### src/rtl/bram_fifo_ctrl_pkg.sv
// Shared constants for the BRAM-backed FIFO controller.
package bram_ctrl_pkg;

  localparam int unsigned DEF_ADDR_W = 8;
  localparam int unsigned DEF_DATA_W = 32;
  localparam int unsigned DEF_DEPTH  = 2 ** DEF_ADDR_W;
  localparam int unsigned SKID_DEPTH = 2;
  localparam int unsigned RD_LAT     = 1;

endpackage

### src/rtl/bram_fifo_ctrl_if.sv
// Stream-in, stream-out and BRAM-port bundle of the FIFO controller.
interface bram_fifo_ctrl_if
  import bram_ctrl_pkg::*;
#(
  parameter int unsigned ADDR_W = DEF_ADDR_W,
  parameter int unsigned DATA_W = DEF_DATA_W
);

  logic              s_valid;
  logic [DATA_W-1:0] s_data;
  logic              s_ready;
  logic              m_valid;
  logic [DATA_W-1:0] m_data;
  logic              m_ready;
  logic              bram_wr_en;
  logic [ADDR_W-1:0] bram_wr_addr;
  logic [DATA_W-1:0] bram_wr_data;
  logic              bram_rd_en;
  logic [ADDR_W-1:0] bram_rd_addr;
  logic [DATA_W-1:0] bram_rd_data;

  // Controller side.
  modport slave (
    input  s_valid, s_data, m_ready, bram_rd_data,
    output s_ready, m_valid, m_data,
    output bram_wr_en, bram_wr_addr, bram_wr_data, bram_rd_en, bram_rd_addr
  );

  // Producer, consumer and BRAM side.
  modport master (
    output s_valid, s_data, m_ready, bram_rd_data,
    input  s_ready, m_valid, m_data,
    input  bram_wr_en, bram_wr_addr, bram_wr_data, bram_rd_en, bram_rd_addr
  );

endinterface

### src/rtl/bram_fifo_ctrl_rd_skid.sv
// Two-entry first-word-fall-through register buffer catching BRAM read returns.
module bram_rd_skid
  import bram_ctrl_pkg::*;
#(
  parameter int unsigned DATA_W = DEF_DATA_W
) (
  input  logic              clk,
  input  logic              rst,
  input  logic              push,
  input  logic [DATA_W-1:0] push_data,
  input  logic              pop,
  output logic [1:0]        cnt,
  output logic              valid,
  output logic [DATA_W-1:0] head
);

  logic [DATA_W-1:0] ent0_q, ent0_d, ent1_q, ent1_d;
  logic [1:0]        cnt_q, cnt_d;

  assign cnt   = cnt_q;
  assign valid = (cnt_q != 2'd0);
  assign head  = ent0_q;

  // Entry 0 is always the head; a pop shifts entry 1 down.
  always_comb begin
    ent0_d = ent0_q;
    ent1_d = ent1_q;
    cnt_d  = cnt_q;
    case ({push, pop})
      2'b10: begin
        if (cnt_q == 2'd0) ent0_d = push_data;
        else               ent1_d = push_data;
        cnt_d = cnt_q + 2'd1;
      end
      2'b01: begin
        ent0_d = ent1_q;
        cnt_d  = cnt_q - 2'd1;
      end
      2'b11: begin
        if (cnt_q == 2'd1) begin
          ent0_d = push_data;
        end else begin
          ent0_d = ent1_q;
          ent1_d = push_data;
        end
      end
      default: ;
    endcase
  end

  always_ff @(posedge clk) begin
    if (rst) cnt_q <= 2'd0;
    else     cnt_q <= cnt_d;
  end

  always_ff @(posedge clk) begin
    ent0_q <= ent0_d;
    ent1_q <= ent1_d;
  end

endmodule

### src/rtl/bram_fifo_ctrl.sv
// FIFO sequencer for an external 256x32 simple-dual-port BRAM with FWFT output.
// Optional BRAM_FIFO_STATUS_EN adds fill_lvl and ovf_sticky status outputs.
module bram_fifo_ctrl
  import bram_ctrl_pkg::*;
#(
  parameter int unsigned ADDR_W = DEF_ADDR_W,
  parameter int unsigned DATA_W = DEF_DATA_W
) (
  input  logic              clk,
  input  logic              rst,
  bram_fifo_ctrl_if.slave   bus
`ifdef BRAM_FIFO_STATUS_EN
  ,
  output logic [ADDR_W+1:0] fill_lvl,
  output logic              ovf_sticky
`endif
);

  localparam int unsigned DEPTH = 2 ** ADDR_W;
  localparam logic [ADDR_W:0] CNT_FULL = (ADDR_W + 1)'(DEPTH);
  localparam logic [ADDR_W:0] CNT_ONE  = (ADDR_W + 1)'(1);

  logic [ADDR_W-1:0] wptr_q, wptr_d, rptr_q, rptr_d;
  logic [ADDR_W:0]   bram_cnt_q, bram_cnt_d;
  logic              rd_pend_q;
  logic [1:0]        skid_cnt;
  logic              skid_valid;
  logic [DATA_W-1:0] skid_head;
  logic              wr_acc, rd_iss, pop;

  assign bus.s_ready = !rst && (bram_cnt_q != CNT_FULL);
  assign wr_acc      = bus.s_valid && bus.s_ready;
  assign bus.m_valid = !rst && skid_valid;
  assign bus.m_data  = skid_head;
  assign pop         = bus.m_valid && bus.m_ready;

  // Issue only if the return still fits: skid_cnt + rd_pend + 1 - pop <= 2.
  assign rd_iss = !rst && (bram_cnt_q != '0) &&
                  (({1'b0, skid_cnt} + {2'b00, rd_pend_q}) <= (3'd1 + {2'b00, pop}));

  assign bus.bram_wr_en   = wr_acc;
  assign bus.bram_wr_addr = wptr_q;
  assign bus.bram_wr_data = bus.s_data;
  assign bus.bram_rd_en   = rd_iss;
  assign bus.bram_rd_addr = rptr_q;

  always_comb begin
    wptr_d     = wr_acc ? wptr_q + ADDR_W'(1) : wptr_q;
    rptr_d     = rd_iss ? rptr_q + ADDR_W'(1) : rptr_q;
    bram_cnt_d = bram_cnt_q;
    if (wr_acc && !rd_iss)      bram_cnt_d = bram_cnt_q + CNT_ONE;
    else if (!wr_acc && rd_iss) bram_cnt_d = bram_cnt_q - CNT_ONE;
  end

  always_ff @(posedge clk) begin
    if (rst) begin
      wptr_q     <= '0;
      rptr_q     <= '0;
      bram_cnt_q <= '0;
      rd_pend_q  <= 1'b0;
    end else begin
      wptr_q     <= wptr_d;
      rptr_q     <= rptr_d;
      bram_cnt_q <= bram_cnt_d;
      rd_pend_q  <= rd_iss;
    end
  end

  // Reset clears the skid, so a read returning during reset is dropped.
  bram_rd_skid #(
    .DATA_W (DATA_W)
  ) u_skid (
    .clk       (clk),
    .rst       (rst),
    .push      (rd_pend_q),
    .push_data (bus.bram_rd_data),
    .pop       (pop),
    .cnt       (skid_cnt),
    .valid     (skid_valid),
    .head      (skid_head)
  );

`ifdef BRAM_FIFO_STATUS_EN
  logic [ADDR_W+1:0] fill_lvl_q, fill_lvl_d;
  logic [1:0]        skid_cnt_d;
  logic              ovf_q;

  always_comb begin
    skid_cnt_d = skid_cnt + {1'b0, rd_pend_q} - {1'b0, pop};
    fill_lvl_d = {1'b0, bram_cnt_d} + {{ADDR_W{1'b0}}, skid_cnt_d} +
                 {{(ADDR_W + 1){1'b0}}, rd_iss};
  end

  always_ff @(posedge clk) begin
    if (rst) begin
      fill_lvl_q <= '0;
      ovf_q      <= 1'b0;
    end else begin
      fill_lvl_q <= fill_lvl_d;
      if (bus.s_valid && !bus.s_ready) ovf_q <= 1'b1;
    end
  end

  assign fill_lvl   = fill_lvl_q;
  assign ovf_sticky = ovf_q;
`endif

endmodule
### src/flat_wrapper.sv
// flat-port wrapper written by rule: the top's interface ports become plain ports
module bram_fifo_ctrl_flat import bram_ctrl_pkg::*;
#(
  parameter int unsigned ADDR_W = DEF_ADDR_W,
  parameter int unsigned DATA_W = DEF_DATA_W
)
  (clk, rst, bus_s_valid, bus_s_data, bus_m_ready, bus_bram_rd_data, bus_s_ready, bus_m_valid, bus_m_data, bus_bram_wr_en, bus_bram_wr_addr, bus_bram_wr_data, bus_bram_rd_en, bus_bram_rd_addr);
  bram_fifo_ctrl_if #(.ADDR_W(ADDR_W), .DATA_W(DATA_W)) bus_i ();
  input  logic clk;
  input  logic rst;
  input wire logic [$bits(bus_i.s_valid)-1:0] bus_s_valid;
  input wire logic [$bits(bus_i.s_data)-1:0] bus_s_data;
  input wire logic [$bits(bus_i.m_ready)-1:0] bus_m_ready;
  input wire logic [$bits(bus_i.bram_rd_data)-1:0] bus_bram_rd_data;
  output wire logic [$bits(bus_i.s_ready)-1:0] bus_s_ready;
  output wire logic [$bits(bus_i.m_valid)-1:0] bus_m_valid;
  output wire logic [$bits(bus_i.m_data)-1:0] bus_m_data;
  output wire logic [$bits(bus_i.bram_wr_en)-1:0] bus_bram_wr_en;
  output wire logic [$bits(bus_i.bram_wr_addr)-1:0] bus_bram_wr_addr;
  output wire logic [$bits(bus_i.bram_wr_data)-1:0] bus_bram_wr_data;
  output wire logic [$bits(bus_i.bram_rd_en)-1:0] bus_bram_rd_en;
  output wire logic [$bits(bus_i.bram_rd_addr)-1:0] bus_bram_rd_addr;
  assign bus_i.s_valid = bus_s_valid;
  assign bus_i.s_data = bus_s_data;
  assign bus_i.m_ready = bus_m_ready;
  assign bus_i.bram_rd_data = bus_bram_rd_data;
  assign bus_s_ready = bus_i.s_ready;
  assign bus_m_valid = bus_i.m_valid;
  assign bus_m_data = bus_i.m_data;
  assign bus_bram_wr_en = bus_i.bram_wr_en;
  assign bus_bram_wr_addr = bus_i.bram_wr_addr;
  assign bus_bram_wr_data = bus_i.bram_wr_data;
  assign bus_bram_rd_en = bus_i.bram_rd_en;
  assign bus_bram_rd_addr = bus_i.bram_rd_addr;
  bram_fifo_ctrl #(.ADDR_W(ADDR_W), .DATA_W(DATA_W)) u_core (.clk(clk), .rst(rst), .bus(bus_i));
endmodule
### config.mk
export PLATFORM = sky130hd
export DESIGN_NAME = bram_fifo_ctrl_flat
export DESIGN_NICKNAME = d
export VERILOG_FILES = /design/src/rtl/bram_fifo_ctrl_pkg.sv /design/src/rtl/bram_fifo_ctrl_if.sv /design/src/rtl/bram_fifo_ctrl_rd_skid.sv /design/src/rtl/bram_fifo_ctrl.sv /design/src/flat_wrapper.sv
export SDC_FILE = /design/constraint.sdc
export NUM_CORES = 1
export LEC_CHECK = 0
export ABC_AREA = 1
export CORE_MARGIN = 3
export CORE_UTILIZATION = 47
export DETAILED_ROUTE_END_ITERATION = 10
export HOLD_SLACK_MARGIN = 0.12
export PLACE_DENSITY = 0.91
export SLEW_MARGIN = 20
export SYNTH_ARGS = -nofsm -noshare
export SYNTH_HDL_FRONTEND = slang
export SYNTH_SLANG_ARGS = --single-unit
### constraint.sdc
create_clock -name clk -period 4.6 [get_ports clk]
set_input_delay 0.46 -clock clk [delete_from_list [all_inputs] [get_ports clk]]
set_output_delay 0.46 -clock clk [all_outputs]
set_load 0.005 [all_outputs]
==> impl_metrics.yaml <==
placed_design:
  place_hpwl_mm: 7.51
  dp_cells: 687
  routabilityCongestion: 0.855
  port_buffers: 87
power_and_ir_drop:
  p_sw_share_pct: 37.9
  cellPowerDensity_nw_per_um2: 581
  p_comb_share_pct: 43.4
  peakVddDrop_mv: 0.243
  fin_total_pwr_uw: 3300
  pwr-share-clk_pct: 15.4
  internal-power_uw: 2050
  p_sw_uw: 1250
  seqPwrFrac_pct: 41.2
  p_leak_uw: 0.00237
run_status:
  status: "completed"
sta:
  fin_skew_ns: 0.0121
  period_needed_ns: 3.83
  fin_crit_sh_pct: 83.3
  grt_setup_unrepaired: "false"
  setup_tns_ns: 0
  worstMarginPinSlew_ns: 0.978
  timing.fmax_mhz: 261
  relSlewSlack_pct: 34.6
  setup_violations: 0
  drv_slew: 0
  hold_viol_final: 0
hold_path:
  hp-class: "register to register"
  hold_start: "u_core.bus.bram_rd_addr[7]$_SDFFE_PP0P_"
die:
  initial_utilization_pct: 48.5
  die_area_um2: 11300
  coreArea_um2: 9770
  rows: 36
  die_w_um: 106
  dieHeight_um: 106
  io_pins: 152
worst_setup_path:
  cp_data_arrival_time_ns: 4.14
  reg2reg_from: "u_core.u_skid.cnt[1]$_SDFFE_PP0P_"
  cpPeakStageDelay_ns: 0.56
  startpoint: "u_core.u_skid.cnt[1]$_SDFFE_PP0P_"
  timing.rr.end: "u_core.bram_cnt_q[4]$_SDFFE_PP0P_"
  slowest_stage: "fa_1"
  required_ns: 4.91
  r2r_slack_ns: 0.77
  reg2regPathDepth: 17
  cp-end-kind: "register"
  path_class: "register to register"
  crit_end: "u_core.bram_cnt_q[4]$_SDFFE_PP0P_"
  crit_fanout: 11
  cp-start-kind: "register"
  crit_chain: "inv_1 -> ha_1 -> nor2_1 -> nand2_1 -> fa_1 -> nand3_1 -> a21oi_4 -> nand2_4 -> ha_1 -> inv_1 -> ha_1 -> or2_1 -> and2_1 -> or2_1 -> nand3_1 -> nand2_1 -> inv_1"
clock_tree:
  cts_tree: "done"
  ctsHoldBuffers: 0
  h-tree-depth: 3
  clkSinkCount: 92
  cts_resized: 0
  postCtsSetupBuffers: 0
  cts_made_buffers: 9
  clk_latency_ns: 0.36
  cts_buffer_depth: 2
  clk_pin_slew_ns: 0.10
  clockRootBuffer: "clkbuf_8"
yosys:
  synth_cell_type_count: 33
  syn-cell-area_um2: 4740
  syn_nets: 600
  synth_area_leader_cell: "edfxtp_1"
  synth-seq-cells: 92
  yosysWarnings: 0
  syn_inst: 512
  synth_area_leaders: "edfxtp_1, dfxtp_1, o21ai_0"
  ys.flop_type: "edfxtp_1"
  yosysSeqAreaShare_pct: 52.4
  synth_top_area_share_pct: 40.6
  avgSynthCellArea_um2: 9.25
  ys_async_sr_fraction_pct: 0
  synth_edf_count: 64
layout:
  final_cell_count_no_fill: 703
  seqCellArea_um2: 2480
  fillCellCount: 804
  multi_input_area_um2: 1630
  antenna_cells: 0
  syn_to_final_growth_pct: 20.1
  drive_gt1_share_pct: 6.67
  final_nets: 653
detailed_routing:
  via_per_inst: 5.15
  drt_first_pass_iters: 5
  wl_per_cell_um: 14.5
  drt_first_iter_violations: 204
  ant_nets: 0
  wirelength_mm: 10.2
  drc: 0
  vias: 3623
global_routing:
  antenna_found_initial: 0
  grt_use_total_pct: 18.2
  grt_pass1_wl_mm: 16.8
  grt_overflow: 0
  grt_max_degree: 34
  first_global_vias: 3546
run:
  max_cap_viol_count: 0
cell families (layout without fill, tap and decap cells):
logic type | Yosys count | after routing | share of synthesized area, %
and+or+nand+nor | 155 | 155 | 15.4
buffers and inverters | 138 | 196 | 13.9
AOI/OAI and AO/OA | 100 | 100 | 11.4
DFF | 92 | 92 | 52.4
adders and majority gates | 20 | 20 | 5.60
xor gates and xnor gates | 7 | 7 | 1.29
cell type report:
type	instances	share of cell area, %
repair buffers	89	15.6
clock buffers	10	2.24
clock inverters	6	0.990
inverters	91	6.01
flip-flops and latches	92	43.7
multi-input cells	282	28.6
well taps	133	2.93
synthesized netlist by cell type, types with 4 or more instances:
cell type  instances
a21oi_1           14
a21oi_2            5
buf_4             32
clkbuf_1          11
dfxtp_1           28
edfxtp_1          64
ha_1              18
inv_1             89
nand2_1           72
nand2_2            6
nand3_1           29
nand4_1            8
nor2_1            25
nor3_1             4
o21ai_0           75
xor2_1             5
critical path, delay by kind of cell (launching register included):
kind / cells / cell delay [ns]
fa+ha+maj: 4 / 1.39
flops: 1 / 0.39
buf+inv: 3 / 0.36
simple gates: 9 / 1.36
compound gates: 1 / 0.30
power groups by stage:
stage | logic [µW] | clock network [µW] | registers [µW]
finish | 1430 | 508 | 1360
floorplan | 923 | 0 | 1390
CTS | 1430 | 522 | 1370
detailed placement | 1420 | 0 | 1380
global placement | 1330 | 0 | 1370
global route | 1610 | 553 | 1390
sequential cells by signal, summed over array words and instances (netlist names):
| signal | flops |
|---|---|
| u_core.u_skid.cnt | 2 |
| u_core.bram_cnt_q | 9 |
| u_core.bus.bram_rd_addr | 8 |
| u_core.u_skid.head | 32 |
| u_core.u_skid.ent1_q | 32 |
| u_core.bus.bram_wr_addr | 8 |
| u_core.rd_pend_q | 1 |
worst min path at each step:
stage | cells after the start | slack (ns) | end
2_1_floorplan | 1 | 0.48 | u_core.bram_cnt_q[0]$_SDFFE_PP0P_
3_3_place_gp | 2 | 0.49 | u_core.bus.bram_rd_addr[7]$_SDFFE_PP0P_
3_5_place_dp | 2 | 0.49 | u_core.bus.bram_rd_addr[7]$_SDFFE_PP0P_
4_1_cts | 2 | 0.51 | u_core.bus.bram_rd_addr[7]$_SDFFE_PP0P_
5_1_grt | 2 | 0.53 | u_core.bus.bram_rd_addr[7]$_SDFFE_PP0P_
6_report | 2 | 0.51 | u_core.bus.bram_rd_addr[7]$_SDFFE_PP0P_
stage by stage:
stage                     setup slack, ns  util (%)  hold WS [ns]  instance area, µm²
after floorplan                     0.379         -         0.477                4740
after global placement              0.776      56.2         0.487                5490
after detailed placement            0.594      56.2         0.495                5490
after CTS                           0.757      58.0         0.510                5670
after global routing                0.449      58.2         0.529                5690
final                               0.769      58.2         0.507                5690
layout by cell type, fill, tap and decap left out, types with 2 or more instances in the layout:
cell type | netlist | layout
or2_1 | 2 | 2
nand2_2 | 6 | 6
inv_6 | 0 | 2
fa_1 | 2 | 2
o21ai_0 | 75 | 74
nand3b_1 | 2 | 2
clkinv_1 | 2 | 2
clkdlybuf4s50_1 | 0 | 87
edfxtp_1 | 64 | 64
inv_8 | 0 | 2
a31oi_1 | 2 | 2
ha_1 | 18 | 18
nand3_1 | 29 | 29
a21oi_1 | 14 | 13
a21oi_2 | 5 | 5
buf_4 | 32 | 2
clkbuf_8 | 0 | 9
inv_1 | 89 | 89
nor3_1 | 4 | 4
a21oi_4 | 1 | 2
nand2_1 | 72 | 72
xor2_1 | 5 | 5
nor2_1 | 25 | 24
nand2_4 | 3 | 3
nand4_1 | 8 | 8
xnor2_1 | 2 | 2
dfxtp_1 | 28 | 28
layer usage:
metal | up-vias | GRT usage [%] | share of wire (%)
met5 | - | 0 | 0
met4 | 0 | 7.96 | 2.9
met3 | 34 | 4.25 | 7.6
met2 | 163 | 31.8 | 49
met1 | 1667 | 21.3 | 40
li1 | 1759 | - | -
(Power assumes the default switching activity.)
